===== src/rtl/asfifo_stereo_unpacker.sv =====
// Read-side consumer of the async audio FIFO: pairs 16-bit words into {left, right}
// stereo samples on a valid/ready stream and counts sink underruns.
module asfifo_stereo_unpacker #(
    parameter int DATA_WIDTH = 16,
    parameter int CNT_WIDTH  = 16
) (
    input  logic                  rd_clk,
    input  logic                  rd_rst,
    input  logic                  enable,
    input  logic                  sync_clr,
    output logic                  fifo_rd_en,
    input  logic [DATA_WIDTH-1:0] fifo_rd_data,
    input  logic                  fifo_rd_empty,
    output logic                  m_valid,
    input  logic                  m_ready,
    output logic [DATA_WIDTH-1:0] m_left,
    output logic [DATA_WIDTH-1:0] m_right,
    output logic                  underrun,
    output logic [CNT_WIDTH-1:0]  underrun_cnt
);

    typedef enum logic [1:0] {IDLE, PRIME, RUN} state_t;

    state_t                state_reg, state_next;
    logic [DATA_WIDTH-1:0] buf_mem [4];
    logic [1:0]            head_reg, head_next, tail;
    logic [2:0]            count_reg, count_next, count_after_pop;
    logic                  inflight_reg;
    logic                  load, push, handshake;

    always_comb begin
        load            = (count_reg >= 3'd2) && (!m_valid || m_ready) && !sync_clr;
        count_after_pop = load ? (count_reg - 3'd2) : count_reg;
        // Reserve a slot for every word already requested so the buffer cannot overflow.
        fifo_rd_en      = enable && !sync_clr && !fifo_rd_empty &&
                          ((count_after_pop + {2'b00, inflight_reg}) <= 3'd3);
        push            = inflight_reg && !sync_clr;
        tail            = head_reg + count_reg[1:0];
        handshake       = m_valid && m_ready;
        underrun        = (state_reg == RUN) && m_ready && !m_valid && !sync_clr;

        if (sync_clr) begin
            count_next = 3'd0;
            head_next  = 2'd0;
        end else begin
            count_next = count_after_pop + {2'b00, push};
            head_next  = load ? (head_reg + 2'd2) : head_reg;
        end
    end

    always_comb begin
        state_next = state_reg;
        case (state_reg)
            IDLE:    if (enable) state_next = PRIME;
            PRIME:   if (!enable) state_next = IDLE;
                     else if (handshake) state_next = RUN;
            RUN:     if (!enable) state_next = IDLE;
            default: state_next = IDLE;
        endcase
        if (sync_clr) state_next = enable ? PRIME : IDLE;
    end

    always_ff @(posedge rd_clk) begin
        if (push) buf_mem[tail] <= fifo_rd_data;
    end

    always_ff @(posedge rd_clk or posedge rd_rst) begin
        if (rd_rst) begin
            state_reg    <= IDLE;
            head_reg     <= 2'd0;
            count_reg    <= 3'd0;
            inflight_reg <= 1'b0;
        end else begin
            state_reg    <= state_next;
            head_reg     <= head_next;
            count_reg    <= count_next;
            inflight_reg <= fifo_rd_en;
        end
    end

    always_ff @(posedge rd_clk or posedge rd_rst) begin
        if (rd_rst) begin
            m_valid <= 1'b0;
            m_left  <= '0;
            m_right <= '0;
        end else if (sync_clr) begin
            m_valid <= 1'b0;
        end else if (load) begin
            m_valid <= 1'b1;
            m_left  <= buf_mem[head_reg];
            m_right <= buf_mem[head_reg + 2'd1];
        end else if (m_ready) begin
            m_valid <= 1'b0;
        end
    end

    always_ff @(posedge rd_clk or posedge rd_rst) begin
        if (rd_rst) begin
            underrun_cnt <= '0;
        end else if (underrun && !(&underrun_cnt)) begin
            underrun_cnt <= underrun_cnt + 1'b1;
        end
    end

endmodule


===== config.mk =====
export PLATFORM = sky130hd
export DESIGN_NAME = asfifo_stereo_unpacker
export DESIGN_NICKNAME = d
export VERILOG_FILES = /design/src/rtl/asfifo_stereo_unpacker.sv
export SDC_FILE = /design/constraint.sdc
export NUM_CORES = 1
export LEC_CHECK = 0
export CAP_MARGIN = 20
export CORE_MARGIN = 10
export CORE_UTILIZATION = 45
export CTS_BUF_LIST = sky130_fd_sc_hd__clkbuf_8
export DETAILED_ROUTE_END_ITERATION = 7
export GPL_TIMING_DRIVEN = 0
export PLACE_DENSITY = 0.68
export SETUP_SLACK_MARGIN = 0.2
export SLEW_MARGIN = 25
export SYNTH_ARGS = -nofsm -noshare
export SYNTH_HDL_FRONTEND = slang
export SYNTH_SLANG_ARGS = --single-unit

===== constraint.sdc =====
create_clock -name rd_clk -period 2.9 [get_ports rd_clk]
set_input_delay 0.58 -clock rd_clk [delete_from_list [all_inputs] [get_ports rd_clk]]
set_output_delay 0.58 -clock rd_clk [all_outputs]
set_load 0.01 [all_outputs]

; ---- Word-level counts from Yosys, hierarchy flattened
; Memory sizes are Yosys's and may differ from the RTL's. A register that Yosys moved wholly into a read port is not among the register bits.
; Index checks and enable logic that the tools add are counted.
[op_classes]
reduce_logical = 22
addsub = 7
div = 0
n_shift = 0
bitwise = 1
order_cmp = 2
n_eq_ne = 5
n_mux = 16
multipliers = 0
[op_table]
columns = operator, count
row1 = $add A16 B1 Y16 const B, 1
row2 = $reduce_and A16 Y1, 1
row3 = $mux W2, 7
row4 = $logic_and A1 B1 Y1, 11
row5 = $add A3 B1 Y3, 2
row6 = $mux W1, 6
row7 = $mux W3, 2
row8 = $ne A3 B3 Y1 const B, 2
row9 = $pmux W2 S3, 1
row10 = $logic_not A1 Y1, 4
row11 = $ne A4 B4 Y1 const B, 1
row12 = $ge A3 B2 Y1 const B, 1
row13 = $le A3 B2 Y1 const B, 1
row14 = $reduce_and A3 Y1, 1
row15 = $reduce_bool A3 Y1, 1
row16 = $sub A3 B2 Y3 const B, 1
row17 = $add A2 B1 Y2 const B, 1
row18 = $add A2 B2 Y2, 1
row19 = $add A2 B2 Y2 const B, 1
row20 = $eq A2 B1 Y1 const B, 1
row21 = $eq A2 B2 Y1 const B, 1
row22 = $logic_not A2 Y1, 1
row23 = $reduce_and A2 Y1, 1
row24 = $reduce_bool A2 Y1, 1
row25 = 2 further kinds, 2
[word_totals]
latch_bits = 0
register_bits = 25
ramBits = 64
rom_bits = 0
inputBits = 22
out_inout_bits = 51
word_cells = 60
memories = 1
[mem_list]
columns = memory, words, width, rd, rd_clocked_by_memory_dff, write_ports, line
row1 = buf_mem, 4, 16, 2, 2, 1, 25  ; logic [DATA_WIDTH-1:0] buf_mem [4];

; ---- Longest topological paths before layout
; Gate-level depths: netlist of the first run.
[depth]
depth_word = 8
mapped_depth = 9
depth_no_buf = 8

; ---- Worst setup path before layout of the first run
; No wires, ideal clock.
[synth_path]
path_kind = register to output
start = register count_reg[0]
end = output port fifo_rd_en
path_stages_with_launch = 9
path_slack_ns = 0.106
arrival_time_ns = 2.214
cell_sequence = dfrtp_1 or3b_1 a211oi_2 buf_2 xnor2_1 ha_1 inv_1 nor3_1 nor4b_1
[synth_via]
elab_chain_cells = 7
elab_cells_between_ends = 8
cone_classes = 2 x add/sub / 2 x order compare / 1 x mux / 3 x reduce/logical
[synth_lines]
columns = element, line
row1 = from (decl), 27  ; logic [2:0] count_reg, count_next, count_after_pop;
row2 = from (signal assigned), 76  ; count_reg <= count_next;
row3 = $ge A3 B2 Y1, 32  ; load = (count_reg >= 3'd2) && (!m_valid || m_ready) && !sync_clr;
row4 = $logic_and A1 B1 Y1 (2 in series), 32
row5 = $mux W3 (*), 33  ; count_after_pop = load ? (count_reg - 3'd2) : count_reg;
row6 = $add A3 B1 Y3 (*), 36  ; ((count_after_pop + {2'b00, inflight_reg}) <= 3'd3);
row7 = $le A3 B2 Y1 (*), 36
row8 = $logic_and A1 B1 Y1 (*), 35  ; fifo_rd_en = enable && !sync_clr && !fifo_rd_empty &&
row9 = to (decl), 11  ; output logic fifo_rd_en,
; Every way passes the cells marked *; elsewhere a longest branch is shown, timed or not.

; ---- Worst setup path after layout of the first run
; Ends and elaborated chain as after synthesis.

==> qor.yml, run 1 <==
initial_core_util_pct: 46.5
dpl_cell_area_sq_um: 5840
hpwl_um: 7010
largest_register_ffs: 64
clk_latency_ns: 0.42
cts_buffer_depth: 2
layout.nets: 468
synth_edf_count: 64
rr_worst_depth: 9
ys_seq_area_share_pct: 68.6
overflow: 0
leakage_nw: 2.42
dr_total_vias: 3010
period_minus_slack_ns: 3.06
clk_pin_slew_ns: 0.07
worstSetupPathType: "flip-flop to primary output"
grt_pass1_wl_um: 16300
p_int_mw: 3.74
drc: 0
placedCellCount: 548
fp-row-count: 37
ioPinCount: 73
hold_class: "input port to async pin"
power.switching_mw: 1.75
root_buffer: "clkbuf_8"
drive_gt1_share_pct: 21.9
synth.distinct_cells: 42
antenna_found_initial: 0
die_y_um: 124
die_width_um: 124
netlist_area_sq_um: 4850
ir_worst_vdd_mv: 0.607
postCtsHoldBufs: 0
syn2layout_area_growth_pct: 30.6
diodes: 0
final_common_cell: "clkdlybuf4s50_1"
ys_seq_elements: 120
max_slew_margin_pct: 43.1
core_area_sq_um: 10400
status: "finished with violations"
rsz0062_at_grt: "true"
required_ns: 2.32
p_seq_share_pct: 41.0
min_period_over_period_pct: 106
first_pass_iters: 4
cp-end-kind: "primary output"
async_flop_share_pct: 46.7
slew_violations: 0
worstMarginPinSlew_ns: 0.853
crit_path_start_kind: "flip-flop"
critPathArrivalTime_ns: 2.48
clock.fmax_mhz: 326
syn_nets: 361
clkPwrFrac_pct: 24.1
max-cap-violations: 0
switching_share_pct: 31.8
die-area_sq_um: 15300
setup_violations: 1
yosysWarnings: 0
synth_ff_type: "edfxtp_1"
ant_nets: 0
avgSynthCellArea_sq_um: 14.6
wire_per_inst_um: 17.6
final_hold_viol_count: 0
final_cell_mix: "clkdlybuf4s50_1 (68), edfxtp_1 (64), dfrtp_1 (54)"
finalWorstSetupSlack_ns: -0.164
vias_per_cell: 5.11
regMostFlops: "buf_mem"
design_area_sq_um: 6330
syn_inst: 333
first_global_vias: 3135
grt_use_total_pct: 14.2
wirelength_um: 10400
stdcell_count: 589
path_max_fanout: 2
violations: "negative setup slack"
r2r_end: "count_reg[2]"
grt_max_degree: 33
cts_buffers: 17
comb_power_share_pct: 34.8
cts_tree: "yes"
drt-initial-drc-count: 188
place_congestion: 0.815
worst_clock_skew_ns: 0.00821
cts_num_sinks: 120
regToRegSetupSlack_ns: 0.59
htreeDepth: 4
io_buffers: 72
pwr_density_cell_nw_per_um2: 867
timing.rr.start: "count_reg[0]"
==> kinds of logic after synthesis <==
kind of cell / count (synthesis) / share of synthesized area [%]
AOI/OAI and AO/OA: 45 / 6.63
adders and majority gates: 6 / 1.55
DFF: 120 / 68.6
muxes: 33 / 6.84
and+or+nand+nor: 89 / 10.4
buffers and inverters: 21 / 2.61
xor gates and xnor gates: 19 / 3.43
==> what timing repair did <==
| item | 4_1_cts | 5_1_grt |
|---|---|---|
| setup buffers | 5 | 4 |
| pin swaps | 3 | 5 |
| resized for setup | 18 | 8 |
| endpoints found under the setup margin | 2 | 1 |
==> worst max path at each step <==
stage | from | endpoint
3_5_place_dp | m_ready | fifo_rd_en
3_3_place_gp | sync_clr | buf_mem[0][12]
6_report | count_reg[0] | fifo_rd_en
2_1_floorplan | count_reg[0] | fifo_rd_en
5_1_grt | count_reg[0] | fifo_rd_en
4_1_cts | count_reg[2] | fifo_rd_en
==> synthesized netlist by cell type (3+ instances only) <==
library cell	n	area [sq um]
mux2i_1	32	320
buf_4	4	30.0
nand4b_1	4	35.0
nor3_1	5	25.0
xnor2_1	7	61.3
clkbuf_1	3	11.3
ha_1	6	75.1
edfxtp_1	64	1920
xor2_1	12	105
inv_1	7	26.3
nand4_1	7	43.8
nor2b_1	4	25.0
a21oi_2	20	175
nand3_1	4	20.0
nor2_1	40	150
a21oi_1	16	80.1
buf_6	4	45.0
nand2_1	5	18.8
dfrtp_1	56	1400
nand2b_1	5	31.3
==> per-stage QoR <==
stage / setup slack (ns) / TNS, ns / power (mW) / utilization, % / hold slack (ns)
after global placement: -1.21 / -70.62 / 3.97 / 55.1 / 0.497
after CTS: -0.170 / -0.170 / 5.45 / 60.1 / 0.476
after global routing: -0.270 / -0.270 / 5.80 / 60.8 / 0.490
after detailed placement: -0.866 / -1.03 / 4.03 / 56.1 / 0.497
after floorplan: 0.260 / 0 / 3.23 / - / 0.515
final: -0.164 / -0.164 / 5.49 / 60.8 / 0.482
==> critical path: stages, from the launching register on <==
cell and delay, ns:
dfrtp_2 0.41, or3b_4 0.42, a211oi_4 0.28, buf_6 0.16
xnor2_4 0.11, ha_2 0.19, inv_2 0.05, o21ai_2 0.06
nor4b_4 0.21, buf_2 0.18
==> per-layer routing <==
metal  global-route usage (%)  routed length [um]
met2                     22.7                5000
met1                     16.9                4360
met5                        0                   0
met4                     5.75                 137
met3                     5.48                 862
==> power groups by stage <==
stage	Clock, mW	Combinational [mW]	Sequential [mW]
floorplan	0	0.872	2.36
global placement	0	1.69	2.28
detailed placement	0	1.75	2.28
CTS	1.35	1.85	2.25
global route	1.44	2.08	2.28
finish	1.32	1.91	2.25
==> cell type report <==
cell class                      count  area, sq um
Sequential cell                   120         3330
Clock inverter                     13         91.3
Tap cell                          136          170
Inverter                            7         28.8
Buffer                             14          106
Multi-Input combinational cell    192         1490
Fill cell                         820         4090
Timing Repair Buffer               88          860
Clock buffer                       19          262
Note: power is estimated with default switching activity, not from simulation.
==> inputs of run 2 (changes only) <==
--- a/config.mk
+++ b/config.mk
@@ -8,2 +8,3 @@
 export CAP_MARGIN = 20
+export CORE_ASPECT_RATIO = 1.5
 export CORE_MARGIN = 10
==> constraint.sdc (replaced) <==
create_clock -name rd_clk -period 2.9 [get_ports rd_clk]
set_input_delay 0.435 -clock rd_clk [delete_from_list [all_inputs] [get_ports rd_clk]]
set_output_delay 0.435 -clock rd_clk [all_outputs]
set_load 0.01 [all_outputs]
==> qor.yml, run 2 (synthesized netlist as in run 1, its figures left out) <==
placedCellCount: 556
overflow: 0
cp_top_family: "simple AND/OR/NAND/NOR gates"
largest_register_ffs: 64
design_area_sq_um: 6420
pwr_density_cell_nw_per_um2: 885
min_period_over_period_pct: 103
cp-end-kind: "primary output"
place_congestion: 0.860
rr_worst_depth: 11
die_width_um: 105
final_hold_viol_count: 0
dpl_cell_area_sq_um: 5850
grt_max_degree: 37
worstMarginPinSlew_ns: 0.874
hold_class: "input port to async pin"
total_power_mw: 5.69
hold_slack_ns: 0.314
hpwl_um: 7590
setup_violations: 1
vias_per_cell: 5.07
slew_violations: 0
drt-initial-drc-count: 210
initial_core_util_pct: 46.0
drc: 0
worst_clock_skew_ns: 0.00670
postCtsHoldBufs: 0
fill_cells: 809
rsz0062_at_grt: "true"
final.setup.tns_ns: -0.0848
io_buffers: 72
grt_pass1_wl_um: 17000
grt_use_total_pct: 14.3
cts_buffer_depth: 2
period_minus_slack_ns: 2.98
stdcell_count: 599
ioPinCount: 73
cts_buffers: 17
first_pass_iters: 4
required_ns: 2.47
htreeDepth: 4
worstSetupPathType: "flip-flop to primary output"
ir_worst_vdd_mv: 0.585
drive_gt1_share_pct: 23.5
first_global_vias: 3260
die_y_um: 147
leakage_nw: 2.45
path_depth: 9
crit_buf_inv: 3
syn2layout_area_growth_pct: 32.5
wirelength_um: 10700
final_cell_mix: "clkdlybuf4s50_1 (70), edfxtp_1 (64), dfrtp_1 (55)"
path_max_fanout: 2
critPathArrivalTime_ns: 2.55
final_common_cell: "clkdlybuf4s50_1"
cts_num_sinks: 120
cts_tree: "yes"
status: "finished with violations"
root_buffer: "clkbuf_8"
fp-row-count: 46
clk_latency_ns: 0.43
antenna_found_initial: 0
wire_per_inst_um: 17.9
crit_chain: "or3b_4 > a211oi_4 > buf_6 > xnor2_4 > ha_2 > inv_2 > nor3_4 > nor4b_4 > buf_2"
crit_path_start_kind: "flip-flop"
final_util_pct: 61.0
layout.nets: 470
violations: "negative setup slack"
max-cap-violations: 0
ant_nets: 0
max_slew_margin_pct: 41.7
regMostFlops: "buf_mem"
dr_total_vias: 3037
clock.fmax_mhz: 335
core_area_sq_um: 10500
crit_path_top_delay_cell: "dfrtp_2"
die-area_sq_um: 15400
max_stage_delay_ns: 0.42
finalWorstSetupSlack_ns: -0.0848
diodes: 0
clk_pin_slew_ns: 0.07
pre_cts_slack_ns: -0.751
[run 2: cell type report]
| type | count | area, sq um | share of cell area [%] |
|---|---|---|---|
| clock inverters | 15 | 179 | 2.79 |
| clock buffers | 17 | 234 | 3.64 |
| plain buffers | 14 | 106 | 1.66 |
| inverters | 7 | 28.8 | 0.448 |
| flip-flops and latches | 120 | 3320 | 51.8 |
| repair buffers | 90 | 885 | 13.8 |
| multi-input cells | 192 | 1490 | 23.1 |
| well taps | 144 | 180 | 2.81 |
[run 2: final timing paths]
check	slack (ns)	end	from
worst max-delay path	-0.08	fifo_rd_en	count_reg[0]
worst min-delay path	0.31	count_reg[1]	rd_rst
worst max register to register	0.59	inflight_reg	count_reg[0]
worst min register to register	0.51	underrun_cnt[15]	underrun_cnt[15]
max in group asynchronous	2.10	underrun_cnt[7]	rd_rst
min in group rd_clk	0.51	underrun_cnt[15]	underrun_cnt[15]
[run 2: repair_timing]
item | in CTS | in global routing
buffers inserted | 8 | 3
hold endpoints to repair | 0 | 0
pin swaps | 3 | 5
resized for setup | 14 | 10
endpoints found under the setup margin | 2 | 1
[run 2: where the power goes]
part	leakage, nW	internal, mW	switching, mW
combinational	0.996	0.965	0.928
sequential	1.25	2.08	0.177
clock	0.198	0.850	0.687
total	2.45	3.89	1.79
[run 2: routing by layer]
layer / track usage, % / wire [um] / vias up
met2: 26.2 / 5990 / 92
met1: 14.4 / 4000 / 1509
met3: 4.29 / 504 / 15
met4: 6.82 / 206 / 0
met5: 0 / 0 / -
li1: - / - / 1421
==> inputs of run 3 (changes only) <==
Settings changed: SLEW_MARGIN 25 to 20.
==> qor.yml, run 3 (synthesized netlist as in run 1, its figures left out) <==
fp-row-count: 46
fill_cells: 816
rr_worst_depth: 11
pwr_density_cell_nw_per_um2: 880
first_pass_iters: 4
status: "finished with violations"
ant_nets: 0
period_minus_slack_ns: 2.94
initial_core_util_pct: 46.0
required_ns: 2.47
syn2layout_area_growth_pct: 31.9
crit_path_start_kind: "flip-flop"
design_area_sq_um: 6390
regMostFlops: "buf_mem"
die_y_um: 147
max_stage_delay_ns: 0.41
multiInputGateArea_sq_um: 1490
setup_violations: 1
clock.fmax_mhz: 340
max-cap-violations: 0
worstSetupPathType: "flip-flop to primary output"
layout.nets: 470
antenna_found_initial: 0
die_width_um: 105
hpwl_um: 7530
critPathLaunch: "count_reg[0]"
min_period_over_period_pct: 101
violations: "negative setup slack"
leakage_nw: 2.45
cts_buffer_depth: 2
final_common_cell: "clkdlybuf4s50_1"
rsz0062_at_grt: "true"
cts_buffers: 17
ioPinCount: 73
worstMarginPinSlew_ns: 0.886
postCtsHoldBufs: 0
wire_per_inst_um: 17.5
wirelength_um: 10500
diodes: 0
place_congestion: 0.860
htreeDepth: 4
path_max_fanout: 2
grt_max_degree: 57
grt_use_total_pct: 14.1
die-area_sq_um: 15400
grt_pass1_wl_um: 16800
root_buffer: "clkbuf_8"
largest_register_ffs: 64
crit_chain: "or3b_4 > a211oi_4 > buf_6 > xnor2_4 > ha_2 > inv_2 > nor3_4 > nor4b_4 > buf_2"
cts_tree: "yes"
drc: 0
io_buffers: 72
drive_gt1_share_pct: 22.2
first_global_vias: 3227
drt-initial-drc-count: 154
final_hold_viol_count: 0
crit_buf_inv: 3
crit_path_top_delay_cell: "dfrtp_2"
hold_class: "input port to async pin"
ir_worst_vdd_mv: 0.448
final_cell_mix: "clkdlybuf4s50_1 (70), edfxtp_1 (64), dfrtp_1 (55)"
dr_total_vias: 2975
vias_per_cell: 4.97
worst_clock_skew_ns: 0.00764
core_area_sq_um: 10500
r2r_end: "inflight_reg"
clk_pin_slew_ns: 0.07
dpl_cell_area_sq_um: 5830
total_power_mw: 5.62
slew_violations: 0
cp_top_family: "simple AND/OR/NAND/NOR gates"
clk_latency_ns: 0.41
max_slew_margin_pct: 40.9
critPathArrivalTime_ns: 2.51
cts_num_sinks: 120
overflow: 0
regArea_sq_um: 3320
regToRegSetupSlack_ns: 0.62
final.setup.tns_ns: -0.0406
cp-end-kind: "primary output"
finalWorstSetupSlack_ns: -0.0406
timing.rr.start: "count_reg[0]"
[run 3: worst max-delay path by stage]
stage | endpoint | slack (ns) | cells after the start
after floorplan | fifo_rd_en | 0.25 | 8
after global routing | fifo_rd_en | -0.19 | 9
after CTS | fifo_rd_en | -0.08 | 9
after detailed placement | fifo_rd_en | -0.77 | 10
after global placement | buf_mem[0][4] | -0.95 | 4
final | fifo_rd_en | -0.04 | 9
[run 3: final cells by class]
class / count / area share, %
Timing Repair Buffer: 90 / 13.6
Clock buffer: 17 / 3.66
Tap cell: 144 / 2.82
Inverter: 7 / 0.450
Sequential cell: 120 / 52.0
Clock inverter: 15 / 2.54
Multi-Input combinational cell: 192 / 23.2
Buffer: 14 / 1.66
[run 3: repair_timing]
item / in CTS / in global routing
gates cloned: 0 / 0
setup buffers: 8 / 4
gates resized for setup: 15 / 9
pin swaps: 3 / 5
endpoints found under the setup margin: 2 / 1
[run 3: report_power, final]
part           leakage [nW]  internal [mW]  switching (mW)
clock network         0.198          0.836           0.639
logic                 0.992          0.971           0.923
registers              1.25           2.08           0.176
[run 3: per-layer routing]
| layer | global-route usage, % | up-vias | share of wire (%) |
|---|---|---|---|
| li1 | - | 1423 | - |
| met1 | 14.3 | 1456 | 38 |
| met2 | 25.7 | 80 | 56 |
| met3 | 4.47 | 16 | 4.6 |
| met4 | 6.40 | 0 | 2.2 |
| met5 | 0 | - | 0 |
[run 3: per-stage QoR]
step / instances / worst slack (ns) / hold WS [ns] / utilization [%]
floorplan: 333 / 0.251 / 0.515 / -
global placement: 549 / -0.946 / 0.478 / 54.6
detailed placement: 555 / -0.766 / 0.502 / 55.4
CTS: 595 / -0.0754 / 0.506 / 60.0
global route: 599 / -0.193 / 0.542 / 60.7
finish: 599 / -0.0406 / 0.499 / 60.7
